--- src/rtl/serv_cfu_pkg.sv ---
// Shared opcode constants, FSM state encoding and sizing helper for the CFU MAC unit.
package serv_cfu_pkg;

   localparam logic [2:0] OP_MUL = 3'b000;
   localparam logic [2:0] OP_MAC = 3'b001;
   localparam logic [2:0] OP_SQD = 3'b010;
   localparam logic [2:0] OP_CLR = 3'b011;
   localparam logic [2:0] OP_RDA = 3'b100;

   typedef enum logic [1:0] {
      ST_IDLE = 2'd0,
      ST_CALC = 2'd1,
      ST_RESP = 2'd2,
      ST_HOLD = 2'd3
   } state_t;

   function automatic int clog2(input int value);
      int r;
      r = 0;
      while ((1 << r) < value) r++;
      return r;
   endfunction

endpackage

--- src/rtl/serv_cfu_mac_if.sv ---
// CFU request/response bundle between the core (master) and the MAC unit (slave).
interface serv_cfu_mac_if;

   logic        i_cfu_valid;
   logic [2:0]  i_cfu_funct3;
   logic [31:0] i_cfu_rs1;
   logic [31:0] i_cfu_rs2;
   logic        o_cfu_ready;
   logic [31:0] o_cfu_rd;
   logic        o_busy;

   modport master (
      output i_cfu_valid, i_cfu_funct3, i_cfu_rs1, i_cfu_rs2,
      input  o_cfu_ready, o_cfu_rd, o_busy
   );

   modport slave (
      input  i_cfu_valid, i_cfu_funct3, i_cfu_rs1, i_cfu_rs2,
      output o_cfu_ready, o_cfu_rd, o_busy
   );

endinterface

--- src/rtl/serv_cfu_shmul.sv ---
// Shift-add multiplier retiring MUL_BITS multiplier bits per enabled cycle; low 32 product bits only.
module serv_cfu_shmul
   import serv_cfu_pkg::*;
#(
   parameter int MUL_BITS       = 1,
   parameter     RESET_STRATEGY = "MINI"
) (
   input  logic        i_clk,
   input  logic        i_rst_n,
   input  logic        i_start,
   input  logic        i_enable,
   input  logic [31:0] i_a,
   input  logic [31:0] i_b,
   output logic [31:0] o_product,
   output logic        o_done
);

   localparam int STEPS = 32 / MUL_BITS;
   localparam int CNT_W = clog2(STEPS);

   generate
      if (!(MUL_BITS == 1 || MUL_BITS == 2 || MUL_BITS == 4)) begin : g_badMulBits
         $error("serv_cfu_shmul: MUL_BITS must be 1, 2 or 4");
      end
   endgenerate

   logic [CNT_W-1:0] r_count;
   logic [31:0]      r_mcand, r_mplier, r_product;
   logic [31:0]      w_partial, w_sum;
   logic [31:0]      w_mcandNext, w_mplierNext, w_productNext;

   always_comb begin
      w_partial = '0;
      for (int k = 0; k < MUL_BITS; k++) begin
         if (r_mplier[k]) w_partial = w_partial + (r_mcand << k);
      end
      w_sum = r_product + w_partial;
   end

   always_comb begin
      w_mcandNext   = r_mcand;
      w_mplierNext  = r_mplier;
      w_productNext = r_product;
      if (i_start) begin
         w_mcandNext   = i_a;
         w_mplierNext  = i_b;
         w_productNext = '0;
      end else if (i_enable) begin
         w_mcandNext   = r_mcand << MUL_BITS;
         w_mplierNext  = r_mplier >> MUL_BITS;
         w_productNext = w_sum;
      end
   end

   always_ff @(posedge i_clk or negedge i_rst_n) begin
      if (!i_rst_n)      r_count <= '0;
      else if (i_start)  r_count <= '0;
      else if (i_enable) r_count <= r_count + 1'b1;
   end

   generate
      if (RESET_STRATEGY == "NONE") begin : g_noReset
         always_ff @(posedge i_clk) begin
            r_mcand   <= w_mcandNext;
            r_mplier  <= w_mplierNext;
            r_product <= w_productNext;
         end
      end else begin : g_miniReset
         always_ff @(posedge i_clk or negedge i_rst_n) begin
            if (!i_rst_n) begin
               r_mcand   <= '0;
               r_mplier  <= '0;
               r_product <= '0;
            end else begin
               r_mcand   <= w_mcandNext;
               r_mplier  <= w_mplierNext;
               r_product <= w_productNext;
            end
         end
      end
   endgenerate

   // o_product is the running sum including this cycle's partial, so it is final while o_done is high
   assign o_product = w_sum;
   assign o_done    = i_enable && (r_count == CNT_W'(STEPS - 1));

endmodule

--- src/rtl/serv_cfu_mac.sv ---
// CFU multiply / MAC / squared-difference unit: request FSM, accumulator and result register.
module serv_cfu_mac
   import serv_cfu_pkg::*;
#(
   parameter int MUL_BITS       = 1,
   parameter     RESET_STRATEGY = "MINI"
) (
   input  logic          i_clk,
   input  logic          i_rst_n,
   serv_cfu_mac_if.slave io_cfu
);

   state_t      r_state, w_stateNext;
   logic [2:0]  r_op;
   logic [31:0] r_acc, r_rd, w_accNext, w_rdNext;
   logic [31:0] w_diff, w_mulA, w_mulB, w_product;
   logic        w_isMulOp, w_accept, w_start, w_done;

   assign w_isMulOp = io_cfu.i_cfu_funct3 inside {OP_MUL, OP_MAC, OP_SQD};
   assign w_accept  = (r_state == ST_IDLE) && io_cfu.i_cfu_valid;
   assign w_start   = w_accept && w_isMulOp;
   assign w_diff    = io_cfu.i_cfu_rs1 - io_cfu.i_cfu_rs2;
   assign w_mulA    = (io_cfu.i_cfu_funct3 == OP_SQD) ? w_diff : io_cfu.i_cfu_rs1;
   assign w_mulB    = (io_cfu.i_cfu_funct3 == OP_SQD) ? w_diff : io_cfu.i_cfu_rs2;

   serv_cfu_shmul #(
      .MUL_BITS       (MUL_BITS),
      .RESET_STRATEGY (RESET_STRATEGY)
   ) u_shmul (
      .i_clk     (i_clk),
      .i_rst_n   (i_rst_n),
      .i_start   (w_start),
      .i_enable  (r_state == ST_CALC),
      .i_a       (w_mulA),
      .i_b       (w_mulB),
      .o_product (w_product),
      .o_done    (w_done)
   );

   always_ff @(posedge i_clk or negedge i_rst_n) begin
      if (!i_rst_n) begin
         r_state <= ST_IDLE;
         r_op    <= OP_MUL;
      end else begin
         r_state <= w_stateNext;
         if (w_start) r_op <= io_cfu.i_cfu_funct3;
      end
   end

   // Valid low in CALC means the core abandoned the instruction, so no response is produced
   always_comb begin
      w_stateNext = r_state;
      case (r_state)
         ST_IDLE: if (io_cfu.i_cfu_valid) w_stateNext = w_isMulOp ? ST_CALC : ST_RESP;
         ST_CALC: begin
            if (!io_cfu.i_cfu_valid) w_stateNext = ST_IDLE;
            else if (w_done)         w_stateNext = ST_RESP;
         end
         ST_RESP: w_stateNext = io_cfu.i_cfu_valid ? ST_HOLD : ST_IDLE;
         ST_HOLD: if (!io_cfu.i_cfu_valid) w_stateNext = ST_IDLE;
         default: w_stateNext = ST_IDLE;
      endcase
   end

   always_comb begin
      w_accNext = r_acc;
      w_rdNext  = r_rd;
      if (w_accept && !w_isMulOp) begin
         case (io_cfu.i_cfu_funct3)
            OP_CLR: begin
               w_rdNext  = r_acc;
               w_accNext = '0;
            end
            OP_RDA:  w_rdNext = r_acc;
            default: w_rdNext = '0;
         endcase
      end else if ((r_state == ST_CALC) && io_cfu.i_cfu_valid && w_done) begin
         if (r_op == OP_MUL) begin
            w_rdNext = w_product;
         end else begin
            w_accNext = r_acc + w_product;
            w_rdNext  = r_acc + w_product;
         end
      end
   end

   generate
      if (RESET_STRATEGY == "NONE") begin : g_noReset
         always_ff @(posedge i_clk) begin
            r_acc <= w_accNext;
            r_rd  <= w_rdNext;
         end
      end else begin : g_miniReset
         always_ff @(posedge i_clk or negedge i_rst_n) begin
            if (!i_rst_n) begin
               r_acc <= '0;
               r_rd  <= '0;
            end else begin
               r_acc <= w_accNext;
               r_rd  <= w_rdNext;
            end
         end
      end
   endgenerate

   assign io_cfu.o_cfu_ready = (r_state == ST_RESP);
   assign io_cfu.o_busy      = (r_state == ST_CALC) || (r_state == ST_RESP);
   assign io_cfu.o_cfu_rd    = r_rd;

endmodule

--- src/flat_wrapper.sv ---
// flat-port wrapper written by rule: the top's interface ports become plain ports
module serv_cfu_mac_flat import serv_cfu_pkg::*;
#(
   parameter int MUL_BITS       = 1,
   parameter     RESET_STRATEGY = "    "
)
  (i_clk, i_rst_n, io_cfu_i_cfu_valid, io_cfu_i_cfu_funct3, io_cfu_i_cfu_rs1, io_cfu_i_cfu_rs2, io_cfu_o_cfu_ready, io_cfu_o_cfu_rd, io_cfu_o_busy);
  serv_cfu_mac_if io_cfu_i ();
  input  logic i_clk;
  input  logic i_rst_n;
  input wire logic [$bits(io_cfu_i.i_cfu_valid)-1:0] io_cfu_i_cfu_valid;
  input wire logic [$bits(io_cfu_i.i_cfu_funct3)-1:0] io_cfu_i_cfu_funct3;
  input wire logic [$bits(io_cfu_i.i_cfu_rs1)-1:0] io_cfu_i_cfu_rs1;
  input wire logic [$bits(io_cfu_i.i_cfu_rs2)-1:0] io_cfu_i_cfu_rs2;
  output wire logic [$bits(io_cfu_i.o_cfu_ready)-1:0] io_cfu_o_cfu_ready;
  output wire logic [$bits(io_cfu_i.o_cfu_rd)-1:0] io_cfu_o_cfu_rd;
  output wire logic [$bits(io_cfu_i.o_busy)-1:0] io_cfu_o_busy;
  assign io_cfu_i.i_cfu_valid = io_cfu_i_cfu_valid;
  assign io_cfu_i.i_cfu_funct3 = io_cfu_i_cfu_funct3;
  assign io_cfu_i.i_cfu_rs1 = io_cfu_i_cfu_rs1;
  assign io_cfu_i.i_cfu_rs2 = io_cfu_i_cfu_rs2;
  assign io_cfu_o_cfu_ready = io_cfu_i.o_cfu_ready;
  assign io_cfu_o_cfu_rd = io_cfu_i.o_cfu_rd;
  assign io_cfu_o_busy = io_cfu_i.o_busy;
  serv_cfu_mac #(.MUL_BITS(MUL_BITS), .RESET_STRATEGY(RESET_STRATEGY)) u_core (.i_clk(i_clk), .i_rst_n(i_rst_n), .io_cfu(io_cfu_i));
endmodule
--- config.mk ---
export PLATFORM = sky130hd
export DESIGN_NAME = serv_cfu_mac_flat
export DESIGN_NICKNAME = d
export VERILOG_FILES = /design/src/rtl/serv_cfu_pkg.sv /design/src/rtl/serv_cfu_mac_if.sv /design/src/rtl/serv_cfu_shmul.sv /design/src/rtl/serv_cfu_mac.sv /design/src/flat_wrapper.sv
export SDC_FILE = /design/constraint.sdc
export NUM_CORES = 1
export LEC_CHECK = 0
export ABC_AREA = 1
export BUFFER_PORTS_ARGS = -buffer_cell sky130_fd_sc_hd__buf_4
export CAP_MARGIN = 20
export CORE_UTILIZATION = 53
export DETAILED_ROUTE_END_ITERATION = 10
export PLACE_DENSITY = 0.72
export SYNTH_ARGS = -nofsm -noshare
export SYNTH_HDL_FRONTEND = slang
export SYNTH_HIERARCHICAL = 1
export SYNTH_SLANG_ARGS = --single-unit
export TNS_END_PERCENT = 100
--- constraint.sdc ---
create_clock -name i_clk -period 3.05 [get_ports i_clk]
set_input_delay 0.305 -clock i_clk [delete_from_list [all_inputs] [get_ports i_clk]]
set_output_delay 0.305 -clock i_clk [all_outputs]
set_load 0.05 [all_outputs]
==> results.yml <==
yosys:
  syn_inst: 2400
  yosys_warnings: 6
  ys.flop_type: "dfrtp_1"
  synth.area.top_cells: "dfrtp_1 (28%), nand2_1 (23%), inv_1 (10%), ha_1 (8.4%), nand3_1 (4.5%)"
  ys_types: 42
  syn_nets: 2573
  synth_largest_area_cell: "dfrtp_1"
  mappedNetlistArea_um2: 14940
  async_reset_ff_frac: 1.000
  synth_edf_count: 0
  synth_area_per_cell_um2: 6.226
  ys_seq_area_frac: 0.2847
  synth_top_area_share: 0.2847
  synth-seq-cells: 170
clock_tree:
  cts_tree: "yes"
  clockRootBuffer: "clkbuf_16"
  htree_levels: 4
  clk_pin_slew_ns: 0.07
  numCtsBuffers: 17
  clkLatencyLatePin_ns: 0.45
  clk_path_buf_depth: 2
  clock_sinks: 170
worst_hold_path:
  hold_class: "input pin to register"
  hold-path-cell-count: 3
  min-delay-start: "io_cfu_i_cfu_funct3[0]"
  hold-path-endpoint: "u_core/r_op[0]$_DFFE_PN0P_"
sta:
  finClkSkew_ns: 0.01414
  slew_viol_final: 0
  min_period_ns: 3.509
  rsz0062_at_grt: "true"
  worst_pin_slew_ns: 0.8608
  fmax_ghz: 0.2849
  final.setup.worst_slack_ns: -0.4594
  timing.hold.ws_ns: 0.1174
  finalHoldViolations: 0
  fin_crit_sh: 1.151
  finalSetupViolCount: 48
  relSlewSlack: 0.4255
finish:
  drive_gt1_frac: 0.2185
  mostFrequentLayoutCell: "nand2_1"
  final_cell_mix: "nand2_1 (849), inv_1 (396), buf_4 (271)"
  diodes: 0
  fillers: 2400
  finalNonFillerCells: 3028
  fin_nets: 2810
  area_growth_pct: 28.81
  final_area_um2: 19250
power:
  switchingPower_mw: 10.07
  power_frac_comb: 0.697
  power_mw: 20.39
  power_density_nw_per_um2: 1059
  intPower_mw: 10.32
  clockPowerShare: 0.105
  pwr-share-seq: 0.198
  power.leakage_nw: 10.48
  swShare: 0.4938
  irDropWorstVdd_mv: 0.5146
critical_path:
  crit_slowest_cell: "dfrtp_1"
  cp_max_fo: 33
  critPathCaptureType: "register"
  path_cells: "buf_12, nand2_1, inv_1, ha_2, fa_2, nand3_2, nand3_2, nand3_1, nand3b_1, buf_4, nand2_1, nand3b_1, and2_4, ha_4, nand2_2, nor2_2, inv_1, nor3_2, nand2_2, nand2_1, nand2_1, nand3_2, o21ai_1"
  arrival_ns: 3.82
  cp.required_ns: 3.36
  worst-setup-path-type: "register to register"
  r2r-end: "u_core/r_acc[25]$_DFFE_PN0P_"
  slowest_delay_ns: 0.40
  r2r_start: "u_core/u_shmul/r_mplier[0]$_DFFE_PN0P_"
  crit_top_cell: "nand2_1"
  worst_r2r_path_depth: 23
  start_kind: "register"
  timing.reg2reg.setup_slack_ns: -0.46
detailed_routing:
  vias: 16130
  viasPerCell: 5.328
  drc_errors: 0
  postRouteWirelength_um: 47990
  antenna_left: 0
  drt_iter0_drc: 1250
  post_drt_wl_per_cell_um: 15.85
  drt_pre_antenna_iters: 5
run:
  maxCapViolations: 0
floorplan:
  core-area_um2: 27780
  die_x_um: 169.9
  die_h_um: 169.9
  dieArea_um2: 28870
  start_util: 0.5379
  ios: 104
  rows: 61
global_route:
  grt_max_degree: 78
  first_global_vias: 15490
  grt_pass1_wl_um: 75870
  grt_use_total: 0.3336
  antenna_found_initial: 0
  overflow: 0
placed_design:
  portBuffers: 103
  gp_congestion: 0.9727
  place_area_um2: 17430
  place_inst: 2983
  dp_hpwl_um: 36320
outcome:
  violations: "setup timing"
  status: "complete, but fails checks"
## worst max-delay path by stage
stage | from | to | slack [ns]
6_report | u_core/u_shmul/r_mplier[0]$_DFFE_PN0P_ | u_core/r_acc[25]$_DFFE_PN0P_ | -0.46
5_1_grt | u_core/u_shmul/r_mplier[0]$_DFFE_PN0P_ | u_core/r_acc[29]$_DFFE_PN0P_ | -0.64
4_1_cts | u_core/u_shmul/r_mplier[0]$_DFFE_PN0P_ | u_core/r_acc[24]$_DFFE_PN0P_ | -0.46
3_5_place_dp | u_core/u_shmul/r_mplier[0]$_DFFE_PN0P_ | u_core/r_acc[26]$_DFFE_PN0P_ | -0.68
3_3_place_gp | u_core/u_shmul/r_mplier[0]$_DFFE_PN0P_ | u_core/r_acc[26]$_DFFE_PN0P_ | -0.68
2_1_floorplan | u_core/u_shmul/r_mplier[0]$_DFFE_PN0P_ | u_core/io_cfu.o_cfu_rd[10]$_DFFE_PN0P_ | -0.005
## synth_stat cells, drive strengths merged, types with 7 or more instances
library cell  count
nand2           921
inv             415
dfrtp           170
nor2            163
nand3           138
a21oi           120
o21ai           104
ha              100
clkbuf           38
a221oi           26
buf              22
o221ai           22
xor2             22
nor3             19
and2             17
o211ai           16
nand3b           13
xnor2            11
a22o             10
a22oi             8
or2               8
nand4             7
o21bai            7
## registers in the layout (all words and copies together) (netlist names)
name,flops
u_core/io_cfu.o_cfu_rd,32
u_core/r_acc,32
u_core/r_op,3
u_core/r_state,2
u_core/u_shmul/r_count,5
u_core/u_shmul/r_mcand,32
u_core/u_shmul/r_mplier,32
u_core/u_shmul/r_product,32
## power by group through the flow
stage | sequential, mW | clock, mW | combinational (mW)
floorplan | 4.55 | 0 | 7.00
global placement | 3.94 | 0 | 11.8
detailed placement | 3.96 | 0 | 12.0
CTS | 4.00 | 2.18 | 13.1
global route | 4.14 | 2.27 | 15.4
finish | 4.04 | 2.14 | 14.2
## area by class of cell
| class | instances | area [µm²] | area share |
|---|---|---|---|
| Clock inverter | 15 | 148.9 | 0.007735 |
| Inverter | 416 | 1562 | 0.08112 |
| Multi-Input combinational cell | 1754 | 10250 | 0.5324 |
| Sequential cell | 170 | 4254 | 0.2210 |
| Tap cell | 378 | 473.0 | 0.02457 |
| Clock buffer | 17 | 425.4 | 0.02210 |
| Timing Repair Buffer | 278 | 2138 | 0.1111 |
## metal layers
metal	up-vias	wire, µm	share of wire	global-route usage
li1	8057	-	-	-
met1	7428	20420	0.43	0.4121
met2	540	23370	0.49	0.5948
met3	109	2417	0.050	0.03093
met4	0	1770	0.037	0.1347
met5	-	0	0	0
## cells by family (layout without fill, tap and decap cells)
group / count (synthesis) / in the layout / share of synthesized area
simple gates: 1289 / 1289 / 0.3520
buf+inv: 476 / 726 / 0.1227
compound gates: 329 / 329 / 0.1320
flops: 170 / 170 / 0.2847
fa+ha+maj: 103 / 103 / 0.08775
xor+xnor: 33 / 33 / 0.02085
## worst max-delay path, delay by kind of cell (launching register included)
family | cells | cell delay (ns)
AOI/OAI and AO/OA | 1 | 0.07
adders and majority gates | 3 | 0.86
buffers and inverters | 4 | 0.48
DFF | 1 | 0.40
and+or+nand+nor | 15 | 1.57
## what timing repair did
item,4_1_cts,5_1_grt
endpoints found under the hold margin,59,0
resized for setup,122,120
setup endpoints to repair,55,55
pin swaps,10,12
hold buffers,1,0
buffers inserted,9,3
## stage by stage
step | TNS, ns | util | worst slack (ns)
floorplan | -0.008784 | - | -0.005098
global placement | -16.35 | 0.6273 | -0.6798
detailed placement | -20.09 | 0.6273 | -0.6823
CTS | -11.49 | 0.6736 | -0.4592
global route | -22.32 | 0.6928 | -0.6404
finish | -11.84 | 0.6928 | -0.4594
No activity file was read; power rests on OpenSTA's default activity.
